File: src/rtl/counter_pkg.sv
// Shared types, defaults and helpers for the modulo counter family.
// Latency: n/a (declarations only).
// Backpressure: n/a.
package counter_pkg;

  localparam int     DEF_WIDTH    = 4;
  localparam longint DEF_MODULUS  = 16;
  localparam int     DEF_PRESCALE = 1;

  typedef enum logic {
    DIR_DOWN = 1'b0,
    DIR_UP   = 1'b1
  } dir_t;

  typedef enum logic {
    LIM_WRAP = 1'b0,
    LIM_SAT  = 1'b1
  } lim_mode_t;

  // Limit a load value to the legal count range 0..modulus-1.
  // modulus is 33 bits wide so that a full 32-bit range (2**32) is representable.
  function automatic logic [31:0] clamp_load(input logic [31:0] val,
                                             input logic [32:0] modulus);
    logic [32:0] w_top;
    w_top = modulus - 33'd1;
    if ({1'b0, val} > w_top) begin
      return w_top[31:0];
    end
    return val;
  endfunction

endpackage

File: src/rtl/tick_prescaler.sv
// Clock-enable divider: tick is high on every PRESCALE-th enabled cycle.
// Latency: tick is combinational from en and the phase register (same cycle).
// Backpressure: en=0 freezes the phase; clr restarts the period at phase 0.
// Ports:
//   clk, rstn : clock, asynchronous active-low reset
//   en        : advance the phase this cycle
//   clr       : synchronous restart of the phase (wins over en)
//   tick      : en is high and the phase is at its last value
module tick_prescaler #(
  parameter int PRESCALE = 1
) (
  input  logic clk,
  input  logic rstn,
  input  logic en,
  input  logic clr,
  output logic tick
);

  if (PRESCALE <= 1) begin : g_bypass
    // Every enabled cycle is a tick; there is no phase to restart, so clr,
    // clk and rstn have no effect here.
    logic w_unused_ins;
    assign w_unused_ins = ^{clk, rstn, clr};
    assign tick = en;
  end else begin : g_div
    localparam int PW = $clog2(PRESCALE);
    localparam logic [PW-1:0] LAST = PW'(PRESCALE - 1);

    logic [PW-1:0] r_phase;
    logic          w_last;

    assign w_last = (r_phase == LAST);
    assign tick   = en && w_last;

    always_ff @(posedge clk or negedge rstn) begin
      if (!rstn) begin
        r_phase <= '0;
      end else if (clr) begin
        r_phase <= '0;
      end else if (en) begin
        r_phase <= w_last ? '0 : r_phase + PW'(1);
      end
    end
  end

endmodule

File: src/rtl/mod_counter.sv
// Synchronous up/down modulo counter with prescale, load, wrap/saturate and terminal-count pulse.
// Latency: count and tc update on the same edge as the qualifying tick or load; outputs are registered.
// Backpressure: en=0 holds count and prescaler phase; load overrides everything and restarts the prescaler.
// Ports:
//   clk, rstn : clock, asynchronous active-low reset
//   en        : count enable (gates prescaler and counter)
//   up        : 1 = increment, 0 = decrement (sampled on ticks only)
//   sat       : 0 = wrap, 1 = saturate at the limits (sampled on ticks only)
//   load      : synchronous parallel load, highest priority
//   load_val  : value taken on load, clamped to MODULUS-1
//   count     : current count
//   tc        : one-cycle pulse on any tick taken at a limit
module mod_counter
  import counter_pkg::*;
#(
  parameter int     WIDTH    = DEF_WIDTH,
  parameter longint MODULUS  = DEF_MODULUS,
  parameter int     PRESCALE = DEF_PRESCALE
) (
  input  logic             clk,
  input  logic             rstn,
  input  logic             en,
  input  logic             up,
  input  logic             sat,
  input  logic             load,
  input  logic [WIDTH-1:0] load_val,
  output logic [WIDTH-1:0] count,
  output logic             tc
);

  if (WIDTH < 1 || WIDTH > 32) begin : g_bad_width
    $error("mod_counter: WIDTH must be in 1..32");
  end
  if (MODULUS < 2 || MODULUS > (longint'(1) << WIDTH)) begin : g_bad_modulus
    $error("mod_counter: MODULUS must be in 2..2**WIDTH");
  end
  if (PRESCALE < 1) begin : g_bad_prescale
    $error("mod_counter: PRESCALE must be at least 1");
  end

  // Top of the count range. Always fits in WIDTH bits, even for MODULUS==2**WIDTH.
  localparam logic [WIDTH-1:0] LIM = WIDTH'(MODULUS - 1);

  logic             w_tick;
  logic             w_at_top;
  logic             w_at_bot;
  logic [WIDTH-1:0] w_load_cl;
  logic [WIDTH-1:0] w_count_nxt;
  logic             w_tc_nxt;
  dir_t             w_dir;
  lim_mode_t        w_mode;

  logic [WIDTH-1:0] r_count;
  logic             r_tc;

  // A load restarts the prescale period so the next tick is a full period away.
  tick_prescaler #(
    .PRESCALE(PRESCALE)
  ) u_presc (
    .clk (clk),
    .rstn(rstn),
    .en  (en),
    .clr (load),
    .tick(w_tick)
  );

  assign w_dir     = dir_t'(up);
  assign w_mode    = lim_mode_t'(sat);
  assign w_at_top  = (r_count == LIM);
  assign w_at_bot  = (r_count == '0);
  assign w_load_cl = WIDTH'(clamp_load(32'(load_val), 33'(MODULUS)));

  // Limits are detected explicitly rather than relying on WIDTH-bit overflow,
  // so a non-power-of-two modulus wraps at the same place a full-range one does.
  always_comb begin
    w_count_nxt = r_count;
    w_tc_nxt    = 1'b0;
    if (load) begin
      w_count_nxt = w_load_cl;
    end else if (w_tick) begin
      if (w_dir == DIR_UP) begin
        if (!w_at_top) begin
          w_count_nxt = r_count + WIDTH'(1);
        end else begin
          w_tc_nxt = 1'b1;
          if (w_mode == LIM_WRAP) begin
            w_count_nxt = '0;
          end
        end
      end else begin
        if (!w_at_bot) begin
          w_count_nxt = r_count - WIDTH'(1);
        end else begin
          w_tc_nxt = 1'b1;
          if (w_mode == LIM_WRAP) begin
            w_count_nxt = LIM;
          end
        end
      end
    end
  end

  always_ff @(posedge clk or negedge rstn) begin
    if (!rstn) begin
      r_count <= '0;
      r_tc    <= 1'b0;
    end else begin
      r_count <= w_count_nxt;
      r_tc    <= w_tc_nxt;
    end
  end

  assign count = r_count;
  assign tc    = r_tc;

endmodule

File: config.mk
export PLATFORM = sky130hd
export DESIGN_NAME = mod_counter
export DESIGN_NICKNAME = d
export VERILOG_FILES = /design/src/rtl/counter_pkg.sv /design/src/rtl/tick_prescaler.sv /design/src/rtl/mod_counter.sv
export SDC_FILE = /design/constraint.sdc
export NUM_CORES = 1
export LEC_CHECK = 0
export ABC_AREA = 0
export CORE_UTILIZATION = 30
export DETAILED_ROUTE_END_ITERATION = 16
export GPL_ROUTABILITY_DRIVEN = 0
export PLACE_DENSITY_LB_ADDON = 0.1
export SYNTH_ARGS = -nofsm -noshare
export SYNTH_HDL_FRONTEND = slang
export SYNTH_SLANG_ARGS = --single-unit
File: constraint.sdc
create_clock -name clk -period 3.55 [get_ports clk]
set_clock_uncertainty 0.2 [all_clocks]
set_input_delay 0.355 -clock clk [delete_from_list [all_inputs] [get_ports clk]]
set_output_delay 0.355 -clock clk [all_outputs]
set_load 0.01 [all_outputs]
==> impl_summary.log, run 1 <==
[metrics] Pre-Repair DR Iteration Count: 4
[metrics] gate count after technology mapping: 47
[metrics] Row Count: 13
[metrics] critical path type: in2reg
[metrics] Finished Layout Cells: 78
[metrics] via-per-instance ratio: 5.449
[metrics] clk_lat worst skew: 0.24 ns
[metrics] placeable core region: 1301 µm²
[metrics] wire length of the first global-routing pass: 1559 µm
[metrics] Worst Tran Pin Value: 0.3793 ns
[metrics] number of sinks on the clock net: 5
[metrics] final-report hold violation count: 0
[metrics] post-route ant nets: 0
[metrics] worst slew margin relative to its limit: 0.7463
[metrics] DRT Wirelength: 957 µm
[metrics] leakage power figure: 0.2210 nW
[metrics] total of max-cap violations: 0
[metrics] post-synthesis sequential element count: 5
[metrics] maximum clock frequency: 0.4923 GHz
[metrics] number of diodes: 0
[metrics] count of synthesis-stage warnings from yosys: 0
[metrics] required time at the worst-slack endpoint: 3.47 ns
[metrics] count of vias placed by the detailed router: 425
[metrics] fill cell instance count of the final layout: 144
[metrics] critical path capture point type: register
[metrics] initial core utilization: 0.3250
[metrics] pwr dens: 363.7 nW/µm²
[metrics] clock-pin slew reported for the worst setup and hold paths after clock tree synthesis: 0.04 ns
[metrics] Resized Gates After CTS: 0
[metrics] aggregate global-route resource usage: 0.1519
[metrics] H-Tree Depth: 1
[metrics] Design Power: 0.2157 mW
[metrics] die extent in y: 39.55 µm
[metrics] initial antenna violation count: 0
[metrics] worst IR drop on VDD: 0.2337 mV
[metrics] largest net degree at the start of global routing: 12
[metrics] count of endpoints failing setup in the final report: 0
[metrics] placed insts: 74
[metrics] residual DRC count: 0
[metrics] remaining global-route overflow: 0
[metrics] DIE AREA: 1564 µm²
[metrics] final worst path period need: 2.031 ns
[metrics] Clock Tree Root: sky130_fd_sc_hd__clkbuf_4
[metrics] setup_tns: 0 ns
[metrics] Worst Hold Class: in2async
[metrics] Total Nets Final: 76
[metrics] hold-fix buffer count after cts: 0
[metrics] layout cell share with drive strength beyond 1: 0.1111
[metrics] average size of a mapped cell: 8.998 µm²
[metrics] Detailed Route Iter0 Violations: 20
[metrics] syn_nets: 59
[metrics] crit path max fanout: 9
[metrics] final cycle utilization of the critical path: 0.5722
[metrics] via count of the first global-routing pass: 378
[metrics] area added between synthesis and finish: 40.24%
[metrics] Longest Clk Path Bufs: 2
[metrics] CTS tree: done
[metrics] unrepaired setup endpoints after global routing: no
[metrics] Chip Width: 39.55 µm
[metrics] Final Max Tran Viols: 0
[metrics] top-level port count: 15
[metrics] data arrival time of the worst path: 1.95 ns
[metrics] placed cell area: 566.8 µm²
[metrics] result of the run: complete, no violations
[metrics] Post-CTS Repair Setup Buffers: 0
[metrics] synth unique cells: 27
[metrics] IO Port Bufs: 14
[metrics] nature of the critical path startpoint: input pin
[metrics] share of synthesized area occupied by flip-flops and latches: 0.2959
[metrics] routed length per instance: 12.27 µm
[metrics] total standard cell area after synthesis: 422.9 µm²
[metrics] number of buffers created by CTS: 3
[metrics] post-route design area: 593.1 µm²
-- stage by stage --
step                hold slack, ns  setup slack, ns  utilization
CTS                         0.1486            1.534       0.4558
global placement            0.4010            1.305       0.4356
detailed placement          0.4066            1.289       0.4356
floorplan                  -0.1406            1.691            -
finish                      0.1464            1.519       0.4558
global route                0.1419            1.419       0.4558
-- kinds of logic after synthesis --
family          Yosys count  share of synthesized area
simple gates             18                     0.2870
xor+xnor                  1                    0.02071
mux                       1                    0.02367
compound gates           15                     0.2515
flops                     5                     0.2959
fa+ha+maj                 2                    0.05916
buf+inv                   5                    0.06212
-- area by class of cell --
| class | count | area [µm²] | area share |
|---|---|---|---|
| Multi-Input combinational cell | 37 | 271.5 | 0.4578 |
| Timing Repair Buffer | 14 | 140.1 | 0.2363 |
| Sequential cell | 5 | 125.1 | 0.2110 |
| Clock buffer | 4 | 26.28 | 0.04430 |
| Tap cell | 15 | 18.77 | 0.03165 |
| Inverter | 3 | 11.26 | 0.01899 |
-- synthesized netlist by cell type --
master,count,area share
sky130_fd_sc_hd__clkbuf_1,1,0.0089
sky130_fd_sc_hd__nand2b_1,1,0.015
sky130_fd_sc_hd__mux2i_1,1,0.024
sky130_fd_sc_hd__ha_1,2,0.059
sky130_fd_sc_hd__nand4_1,1,0.015
sky130_fd_sc_hd__nor2_1,1,0.0089
sky130_fd_sc_hd__nor4b_2,1,0.035
sky130_fd_sc_hd__dfrtp_1,5,0.30
sky130_fd_sc_hd__nor3_1,4,0.047
sky130_fd_sc_hd__a31oi_1,1,0.015
sky130_fd_sc_hd__o21ba_2,1,0.024
sky130_fd_sc_hd__nor4_2,1,0.030
sky130_fd_sc_hd__and4_1,1,0.021
sky130_fd_sc_hd__nor2b_1,4,0.059
sky130_fd_sc_hd__buf_6,1,0.027
sky130_fd_sc_hd__o31a_1,1,0.021
sky130_fd_sc_hd__o21ai_1,1,0.012
sky130_fd_sc_hd__xnor2_1,1,0.021
sky130_fd_sc_hd__o21a_1,1,0.018
sky130_fd_sc_hd__a22oi_1,2,0.035
sky130_fd_sc_hd__nand3_1,3,0.035
sky130_fd_sc_hd__inv_1,3,0.027
sky130_fd_sc_hd__a311oi_1,1,0.021
sky130_fd_sc_hd__a2111oi_2,1,0.035
sky130_fd_sc_hd__nand4b_1,1,0.021
sky130_fd_sc_hd__a21oi_1,3,0.035
sky130_fd_sc_hd__o21ai_0,3,0.035
-- sequential cells by signal, summed over array words and instances (netlist names) --
register	count
count	4
tc	1
-- path summary, 6_finish.rpt --
path | startpoint | to | slack [ns] | depth (start not counted)
worst max-delay path | up | count[0] | 1.52 | 5
worst min-delay path | rstn | count[3] | 0.15 | 1
worst max register to register | count[0] | count[0] | 1.54 | 6
worst min register to register | count[1] | count[1] | 0.50 | 2
max in group asynchronous | rstn | count[2] | 2.81 | 1
min in group clk | count[1] | count[1] | 0.50 | 2
-- per-layer routing --
metal / vias up / GRT usage / wire (µm)
met3: 0 / 0.05114 / 45
li1: 211 / - / -
met2: 13 / 0.2172 / 478
met5: - / 0 / 0
met1: 201 / 0.1980 / 434
met4: 0 / 0.07759 / 0
-- power by group --
part	total, mW	switching, mW	internal (mW)	leakage [nW]
clock network	0.0640	0.0216	0.0424	0.0150
registers	0.0796	0.0158	0.0639	0.0598
logic	0.0721	0.0300	0.0421	0.146
total	0.216	0.0673	0.148	0.221
-- cells in the final DEF, fill, tap and decap left out, drive strengths merged --
master         synthesis  final
clkdlybuf4s50          0     14
o21a                   1      1
a21oi                  3      3
o31a                   1      1
a311oi                 1      1
clkbuf                 1      4
and4                   1      1
nand2b                 1      1
nand4                  1      1
nor4b                  1      1
nor2                   1      1
ha                     2      2
dfrtp                  5      5
a22oi                  2      2
inv                    3      3
nor3                   4      4
a2111oi                1      1
nor2b                  4      4
nand3                  3      3
mux2i                  1      1
o21ba                  1      1
nor4                   1      1
nand4b                 1      1
a31oi                  1      1
o21ai                  4      4
xnor2                  1      1
-- worst max-delay path, stage by stage --
cell and delay, ns:
sky130_fd_sc_hd__clkdlybuf4s50_1 0.59, sky130_fd_sc_hd__and4_1 0.33, sky130_fd_sc_hd__o21ai_1 0.26, sky130_fd_sc_hd__a21oi_1 0.13
sky130_fd_sc_hd__o31a_1 0.28
No activity file was read; power rests on OpenSTA's default activity.
==> inputs of run 2 (changes only) <==
==> constraint.sdc (replaced) <==
create_clock -name clk -period 1.7 [get_ports clk]
set_clock_uncertainty 0.2 [all_clocks]
set_input_delay 0.17 -clock clk [delete_from_list [all_inputs] [get_ports clk]]
set_output_delay 0.17 -clock clk [all_outputs]
set_load 0.01 [all_outputs]
==> run 2 against run 1 <==
Against the previous run:
- the run now ends with negative setup slack left
- routed wire length is 15% higher
- register-to-register slack lost 1.6 ns
- combinational power increased to 3.1 times the previous value
- first-iteration DRC count shrank 55%
- critical path type is now reg2reg
- critical endpoint is now count[1]
- highest routed layer unchanged
==> impl_summary.log, run 2 (same netlist as run 1, synthesis figures left out) <==
[metrics] result of the run: complete, but fails checks
[metrics] failing checks: negative setup slack
[metrics] required time at the worst-slack endpoint: 1.61 ns (-1.86 ns)
[metrics] aggregate global-route resource usage: 0.1538 (+0.001903)
[metrics] post-route ant nets: 0 (unchanged)
[metrics] DRT Wirelength: 1101 µm (+15%)
[metrics] die extent in y: 39.55 µm (unchanged)
[metrics] worst reg-to-reg setup slack: -0.06 ns (-1.60 ns)
[metrics] critical path type: reg2reg
[metrics] internal power component: 0.3551 mW (+140%)
[metrics] pwr dens: 702.8 nW/µm² (+93%)
[metrics] placed cell area: 654.4 µm² (+15%)
[metrics] leakage power figure: 0.2963 nW (+34%)
[metrics] Longest Clk Path Bufs: 2 (unchanged)
[metrics] number of buffers created by CTS: 3 (unchanged)
[metrics] fraction of power consumed by combinational cells: 0.431 (+0.097)
[metrics] initial antenna violation count: 0 (unchanged)
[metrics] HPWL after detailed placement: 834.3 µm
[metrics] clk_lat worst skew: 0.24 ns (about the same)
[metrics] Design Power: 0.5171 mW (+140%)
[metrics] r2r worst-path depth: 7 (+1)
[metrics] Worst Tran Pin Value: 0.3093 ns (-0.07001 ns)
[metrics] count of vias placed by the detailed router: 456 (+7.3%)
[metrics] standard cell with the maximum stage delay on the critical path: sky130_fd_sc_hd__dfrtp_2
[metrics] capture endpoint of the worst hold path: count[1]
[metrics] number of sinks on the clock net: 5 (unchanged)
[metrics] Row Count: 13 (unchanged)
[metrics] via count of the first global-routing pass: 396 (+4.8%)
[metrics] Total Nets Final: 90 (+18%)
[metrics] placeable core region: 1301 µm² (unchanged)
[metrics] remaining global-route overflow: 0 (unchanged)
[metrics] initial core utilization: 0.3250 (unchanged)
[metrics] maximum clock frequency: 0.5674 GHz
[metrics] proportion of total power due to net switching: 0.3132 (+0.001144)
[metrics] Finished Layout Cells: 92 (+18%)
[metrics] final cycle utilization of the critical path: 1.037
[metrics] crit path max fanout: 5 (-4)
[metrics] DIE AREA: 1564 µm² (unchanged)
[metrics] Crit Reg-Reg Startpoint: count[0]
[metrics] highest-count cells in the layout ignoring fill and taps: sky130_fd_sc_hd__buf_4, sky130_fd_sc_hd__clkdlybuf4s50_1, sky130_fd_sc_hd__nor3_1, sky130_fd_sc_hd__nor2b_1
[metrics] clock-pin slew reported for the worst setup and hold paths after clock tree synthesis: 0.04 ns (about the same)
[metrics] leading cell type in the layout, fill and taps excluded: sky130_fd_sc_hd__buf_4
[metrics] Detailed Route Iter0 Violations: 9 (-55%)
[metrics] Pre-Repair DR Iteration Count: 4 (unchanged)
[metrics] placed insts: 82 (+11%)
[metrics] post-route design area: 735.7 µm² (+24%)
[metrics] critical path capture point type: register
[metrics] wire length of the first global-routing pass: 1614 µm (+3.5%)
[metrics] fill cell instance count of the final layout: 136 (-5.6%)
[metrics] layout cell share with drive strength beyond 1: 0.3766 (+0.2655)
[metrics] startpoint of the most critical hold path: load_val[1]
[metrics] nature of the critical path startpoint: register
[metrics] unrepaired setup endpoints after global routing: yes
[metrics] routed length per instance: 11.97 µm (-2.5%)
[metrics] worst IR drop on VDD: 0.3661 mV (+57%)
[metrics] IO Port Bufs: 14 (unchanged)
[metrics] residual DRC count: 0 (unchanged)
[metrics] worst slew margin relative to its limit: 0.7931 (+0.04682)
[metrics] smallest setup slack after layout: -0.06249 ns (-1.581 ns)
[metrics] Worst Hold Class: in2reg
[metrics] worst setup path startpoint: count[0]
[metrics] cell-by-cell listing of the critical path: inv_2 -> ha_4 -> nor4b_4 -> o21ai_2 -> buf_4 -> a31oi_1 -> a21oi_1
[metrics] Chip Width: 39.55 µm (unchanged)
[metrics] flip-flop count of the largest register after layout: 4 (unchanged)
[metrics] final-report hold violation count: 0 (unchanged)
[metrics] largest net degree at the start of global routing: 10 (-2)
[metrics] Final Max Tran Viols: 0 (unchanged)
[metrics] top-level port count: 15 (unchanged)
[metrics] Hold Crit Depth: 3
[metrics] CTS tree: done
[metrics] area added between synthesis and finish: 73.96%
[metrics] Clk network pwr share: 0.261 (-0.035)
[metrics] count of endpoints failing setup in the final report: 3 (+3)
[metrics] reg-to-reg endpoint: count[1]
[metrics] proportion of power drawn by flip-flops and latches: 0.308 (-0.061)
[metrics] Clock Tree Root: sky130_fd_sc_hd__clkbuf_4
[metrics] via-per-instance ratio: 4.957 (-9.0%)
[metrics] total of max-cap violations: 0 (unchanged)
[metrics] final worst path period need: 1.762 ns
[metrics] CP peak stage delay: 0.44 ns (-0.15 ns)
[metrics] switching component of the power: 0.1620 mW (+140%)
[metrics] data arrival time of the worst path: 1.68 ns (-0.27 ns)
[metrics] number of diodes: 0 (unchanged)
[metrics] H-Tree Depth: 1 (unchanged)
-- run 2: cell count changes in the layout (fill, tap and decap cells not counted), moves of 2 or more --
cell / before / now
sky130_fd_sc_hd__dfrtp_2: 0 / 3
sky130_fd_sc_hd__inv_2: 0 / 2
sky130_fd_sc_hd__buf_4: 0 / 13
sky130_fd_sc_hd__dfrtp_1: 5 / 2
sky130_fd_sc_hd__inv_1: 3 / 1
sky130_fd_sc_hd__clkdlybuf4s50_1: 14 / 12
sky130_fd_sc_hd__ha_1: 2 / 0
-- run 2: stage by stage --
stage,hold WS (ns),util,TNS [ns],setup slack [ns]
after floorplan,-0.3256,-,-0.02483,-0.01858
after detailed placement,0.2062,0.5029,-0.6718,-0.2464
final,0.3208,0.5654,-0.1713,-0.06249
after global routing,0.3585,0.5654,-0.4326,-0.1308
after global placement,0.2047,0.5029,-0.6332,-0.2249
after CTS,0.3229,0.5519,-0.1392,-0.05455
-- run 2: power by group through the flow --
stage          clock (mW)  combinational (mW)  sequential [mW]
4_1_cts             0.140               0.220            0.159
3_3_place_gp            0               0.209            0.162
2_1_floorplan           0              0.0913            0.173
3_5_place_dp            0               0.207            0.163
5_1_grt             0.147               0.244            0.162
6_report            0.135               0.223            0.159
-- run 2: routing by layer --
layer  vias to the layer above  track usage  part of all wire
met3                         0      0.01705             0.046
li1                        241            -                 -
met4                         0      0.05172                 0
met5                         -            0                 0
met2                        14       0.2295              0.47
met1                       201       0.2249              0.49
-- run 2: final cells by class --
| type | instances | area [µm²] | share of cell area |
|---|---|---|---|
| timing repair buffer | 28 | 249.0 | 0.3384 |
| tap | 15 | 18.77 | 0.02551 |
| multi-input combinational | 37 | 301.5 | 0.4099 |
| inverter | 3 | 11.26 | 0.01531 |
| clock buffer | 4 | 26.28 | 0.03571 |
| sequential | 5 | 128.9 | 0.1752 |
-- run 2: worst max-delay path by stage --
| stage | end | slack [ns] |
|---|---|---|
| after floorplan | count[0] | -0.02 |
| after global placement | count[3] | -0.22 |
| after detailed placement | count[3] | -0.25 |
| after CTS | count[1] | -0.05 |
| after global routing | count[0] | -0.13 |
| final | count[1] | -0.06 |
-- run 2: critical path, delay by kind of cell (launching register included) --
family	cells	cell delay (ns)
buffers and inverters	2	0.23
AND/OR/NAND/NOR	1	0.26
adder cells (fa/ha/maj)	1	0.13
flip-flops	1	0.44
AO/OA/AOI/OAI	3	0.37
-- run 2: repair_timing --
item | in CTS | in global routing
pin swaps | 4 | 1
endpoints found under the hold margin | 5 | 0
setup endpoints to repair | 5 | 5
gates resized for setup | 4 | 1
buffers inserted | 3 | 2
cloned | 0 | 0
hold buffers | 1 | 0
==> inputs of run 3 (changes only) <==
--- a/config.mk
+++ b/config.mk
@@ -10,6 +10,7 @@
 export DETAILED_ROUTE_END_ITERATION = 16
 export GPL_ROUTABILITY_DRIVEN = 0
 export PLACE_DENSITY_LB_ADDON = 0.1
+export RECOVER_POWER = 50
 export SYNTH_ARGS = -nofsm -noshare
 export SYNTH_HDL_FRONTEND = slang
 export SYNTH_SLANG_ARGS = --single-unit
==> run 3 against run 2 <==
Against the previous run:
- the flow still finishes with violations (negative setup slack)
- first-iteration DRC count unchanged
- final area unchanged
- cell count unchanged
- worst setup slack worse by 0.0014 ns
- power about the same
- critical path depth unchanged
- clock power about the same
- global-route usage unchanged
- sequential share of layout area unchanged
- register-to-register slack about the same
- combinational power about the same
- fmax about the same
- critical path type unchanged
- largest power group unchanged
==> impl_summary.log, run 3 (same netlist as run 1, synthesis figures left out) <==
[metrics] result of the run: complete, but fails checks
[metrics] failing checks: negative setup slack
[metrics] Pre-Repair DR Iteration Count: 4 (unchanged)
[metrics] worst IR drop on VDD: 0.3656 mV (-0.14%)
[metrics] startpoint of the most critical hold path: load_val[1]
[metrics] Crit Reg-Reg Startpoint: count[0]
[metrics] final-report hold violation count: 0 (unchanged)
[metrics] leakage power figure: 0.2965 nW (about the same)
[metrics] worst setup path startpoint: count[0]
[metrics] clk_lat worst skew: 0.24 ns (about the same)
[metrics] critical path type: reg2reg
[metrics] instance count on the critical path: 7 (unchanged)
[metrics] Total Nets Final: 90 (unchanged)
[metrics] post-route ant nets: 0 (unchanged)
[metrics] CP Buf/Inv Count: 2 (unchanged)
[metrics] Worst Hold Class: in2reg
[metrics] Longest Clk Path Bufs: 2 (unchanged)
[metrics] crit path max fanout: 5 (unchanged)
[metrics] IO Port Bufs: 14 (unchanged)
[metrics] Chip Width: 39.55 µm (unchanged)
[metrics] die extent in y: 39.55 µm (unchanged)
[metrics] clock-pin slew reported for the worst setup and hold paths after clock tree synthesis: 0.04 ns (about the same)
[metrics] cell-by-cell listing of the critical path: inv_2 -> ha_4 -> nor4b_4 -> o21ai_2 -> buf_4 -> a31oi_1 -> a21oi_1
[metrics] smallest setup slack after layout: -0.06392 ns (-0.001430 ns)
[metrics] Design Power: 0.5167 mW (about the same)
[metrics] largest net degree at the start of global routing: 10 (unchanged)
[metrics] data arrival time of the worst path: 1.68 ns (about the same)
[metrics] number of diodes: 0 (unchanged)
[metrics] pwr dens: 702.4 nW/µm² (about the same)
[metrics] via-per-instance ratio: 4.967 (+0.22%)
[metrics] post-route design area: 735.7 µm² (unchanged)
[metrics] dpl ws: -0.2464 ns (unchanged)
[metrics] DRT Wirelength: 1105 µm (+0.36%)
[metrics] initial antenna violation count: 0 (unchanged)
[metrics] total of max-cap violations: 0 (unchanged)
[metrics] flip-flop count of the largest register after layout: 4 (unchanged)
[metrics] via count of the first global-routing pass: 396 (unchanged)
[metrics] r2r worst-path depth: 7 (unchanged)
[metrics] remaining global-route overflow: 0 (unchanged)
[metrics] aggregate global-route resource usage: 0.1538 (unchanged)
[metrics] worst slew margin relative to its limit: 0.7925 (about the same)
[metrics] final worst path period need: 1.764 ns (+0.001430 ns)
[metrics] H-Tree Depth: 1 (unchanged)
[metrics] count of vias placed by the detailed router: 457 (+0.22%)
[metrics] leading cell type in the layout, fill and taps excluded: sky130_fd_sc_hd__buf_4
[metrics] number of buffers created by CTS: 3 (unchanged)
[metrics] crit path to: count[1]
[metrics] nature of the critical path startpoint: register
[metrics] unrepaired setup endpoints after global routing: yes
[metrics] critical path capture point type: register
[metrics] family with the most delay on the worst path: flip-flops
[metrics] Row Count: 13 (unchanged)
[metrics] required time at the worst-slack endpoint: 1.61 ns (about the same)
[metrics] standard cell with the maximum stage delay on the critical path: sky130_fd_sc_hd__dfrtp_2
[metrics] wire length of the first global-routing pass: 1614 µm (unchanged)
[metrics] top-level port count: 15 (unchanged)
[metrics] reg-to-reg endpoint: count[1]
[metrics] count of endpoints failing setup in the final report: 3 (unchanged)
[metrics] routed length per instance: 12.01 µm (+0.36%)
[metrics] residual DRC count: 0 (unchanged)
[metrics] placed cell area: 654.4 µm² (unchanged)
[metrics] CP peak stage delay: 0.44 ns (about the same)
[metrics] worst reg-to-reg setup slack: -0.06 ns (about the same)
[metrics] initial core utilization: 0.3250 (unchanged)
[metrics] layout cell share with drive strength beyond 1: 0.3766 (unchanged)
[metrics] Detailed Route Iter0 Violations: 9 (unchanged)
[metrics] area added between synthesis and finish: 73.96% (unchanged)
[metrics] placeable core region: 1301 µm² (unchanged)
[metrics] maximum clock frequency: 0.5669 GHz (about the same)
[metrics] Final Max Tran Viols: 0 (unchanged)
[metrics] highest-count cells in the layout ignoring fill and taps: sky130_fd_sc_hd__buf_4, sky130_fd_sc_hd__clkdlybuf4s50_1, sky130_fd_sc_hd__nor3_1, sky130_fd_sc_hd__nor2b_1
[metrics] final cycle utilization of the critical path: 1.038 (about the same)
[metrics] Clock Tree Root: sky130_fd_sc_hd__clkbuf_4
[metrics] HPWL after detailed placement: 834.3 µm (unchanged)
[metrics] Hold Crit Depth: 3 (unchanged)
[metrics] DIE AREA: 1564 µm² (unchanged)
[metrics] setup_tns: -0.1732 ns (-0.001906 ns)
[metrics] Worst Tran Pin Value: 0.3103 ns (+0.0009829 ns)
[metrics] CTS tree: done
[metrics] number of sinks on the clock net: 5 (unchanged)
run 3: changes by cell type in the layout (fill, tap and decap cells not counted), sizes merged:
cell           change
clkdlybuf4s50      -1
dlygate4sd3        +1
run 3: repair_timing:
item                                    in CTS  in global routing
hold buffers                                 1                  0
endpoints found under the hold margin        5                  0
setup buffers                                3                  2
endpoints found under the setup margin       5                  5
pin swaps                                    4                  1
resized for setup                            4                  1
run 3: report_power, final:
part	internal (mW)	switching (mW)
clock network	0.0886	0.0464
logic	0.130	0.0921
registers	0.136	0.0237
run 3: cell type report:
| cell class | count | area [µm²] |
|---|---|---|
| inverter | 3 | 11.26 |
| sequential | 5 | 128.9 |
| fill | 136 | 565.5 |
| tap | 15 | 18.77 |
| multi-input combinational | 37 | 301.5 |
| timing repair buffer | 28 | 249.0 |
| clock buffer | 4 | 26.28 |
run 3: worst min-delay path: cells and delay by family:
family | cells | cell delay (ns)
buf+inv | 1 | 0.40
simple gates | 1 | 0.10
compound gates | 1 | 0.05
run 3: worst min path at each step:
stage | slack (ns) | to
floorplan | -0.33 | count[0]
global placement | 0.20 | count[3]
detailed placement | 0.21 | count[2]
CTS | 0.32 | count[1]
global route | 0.36 | count[1]
finish | 0.32 | count[1]
run 3: metrics by stage:
stage | instances | util | hold WS, ns
floorplan | 47 | - | -0.3256
global placement | 82 | 0.5029 | 0.2047
detailed placement | 82 | 0.5029 | 0.2062
CTS | 90 | 0.5519 | 0.3229
global route | 92 | 0.5654 | 0.3585
finish | 92 | 0.5654 | 0.3208
run 3: metal layers:
metal / wire (µm) / track usage / vias up / share of wire
met5: 0 / 0 / - / 0
met4: 0 / 0.05172 / 0 / 0
met3: 51 / 0.01705 / 0 / 0.046
met2: 514 / 0.2295 / 14 / 0.47
met1: 538 / 0.2249 / 202 / 0.49
li1: - / - / 241 / -
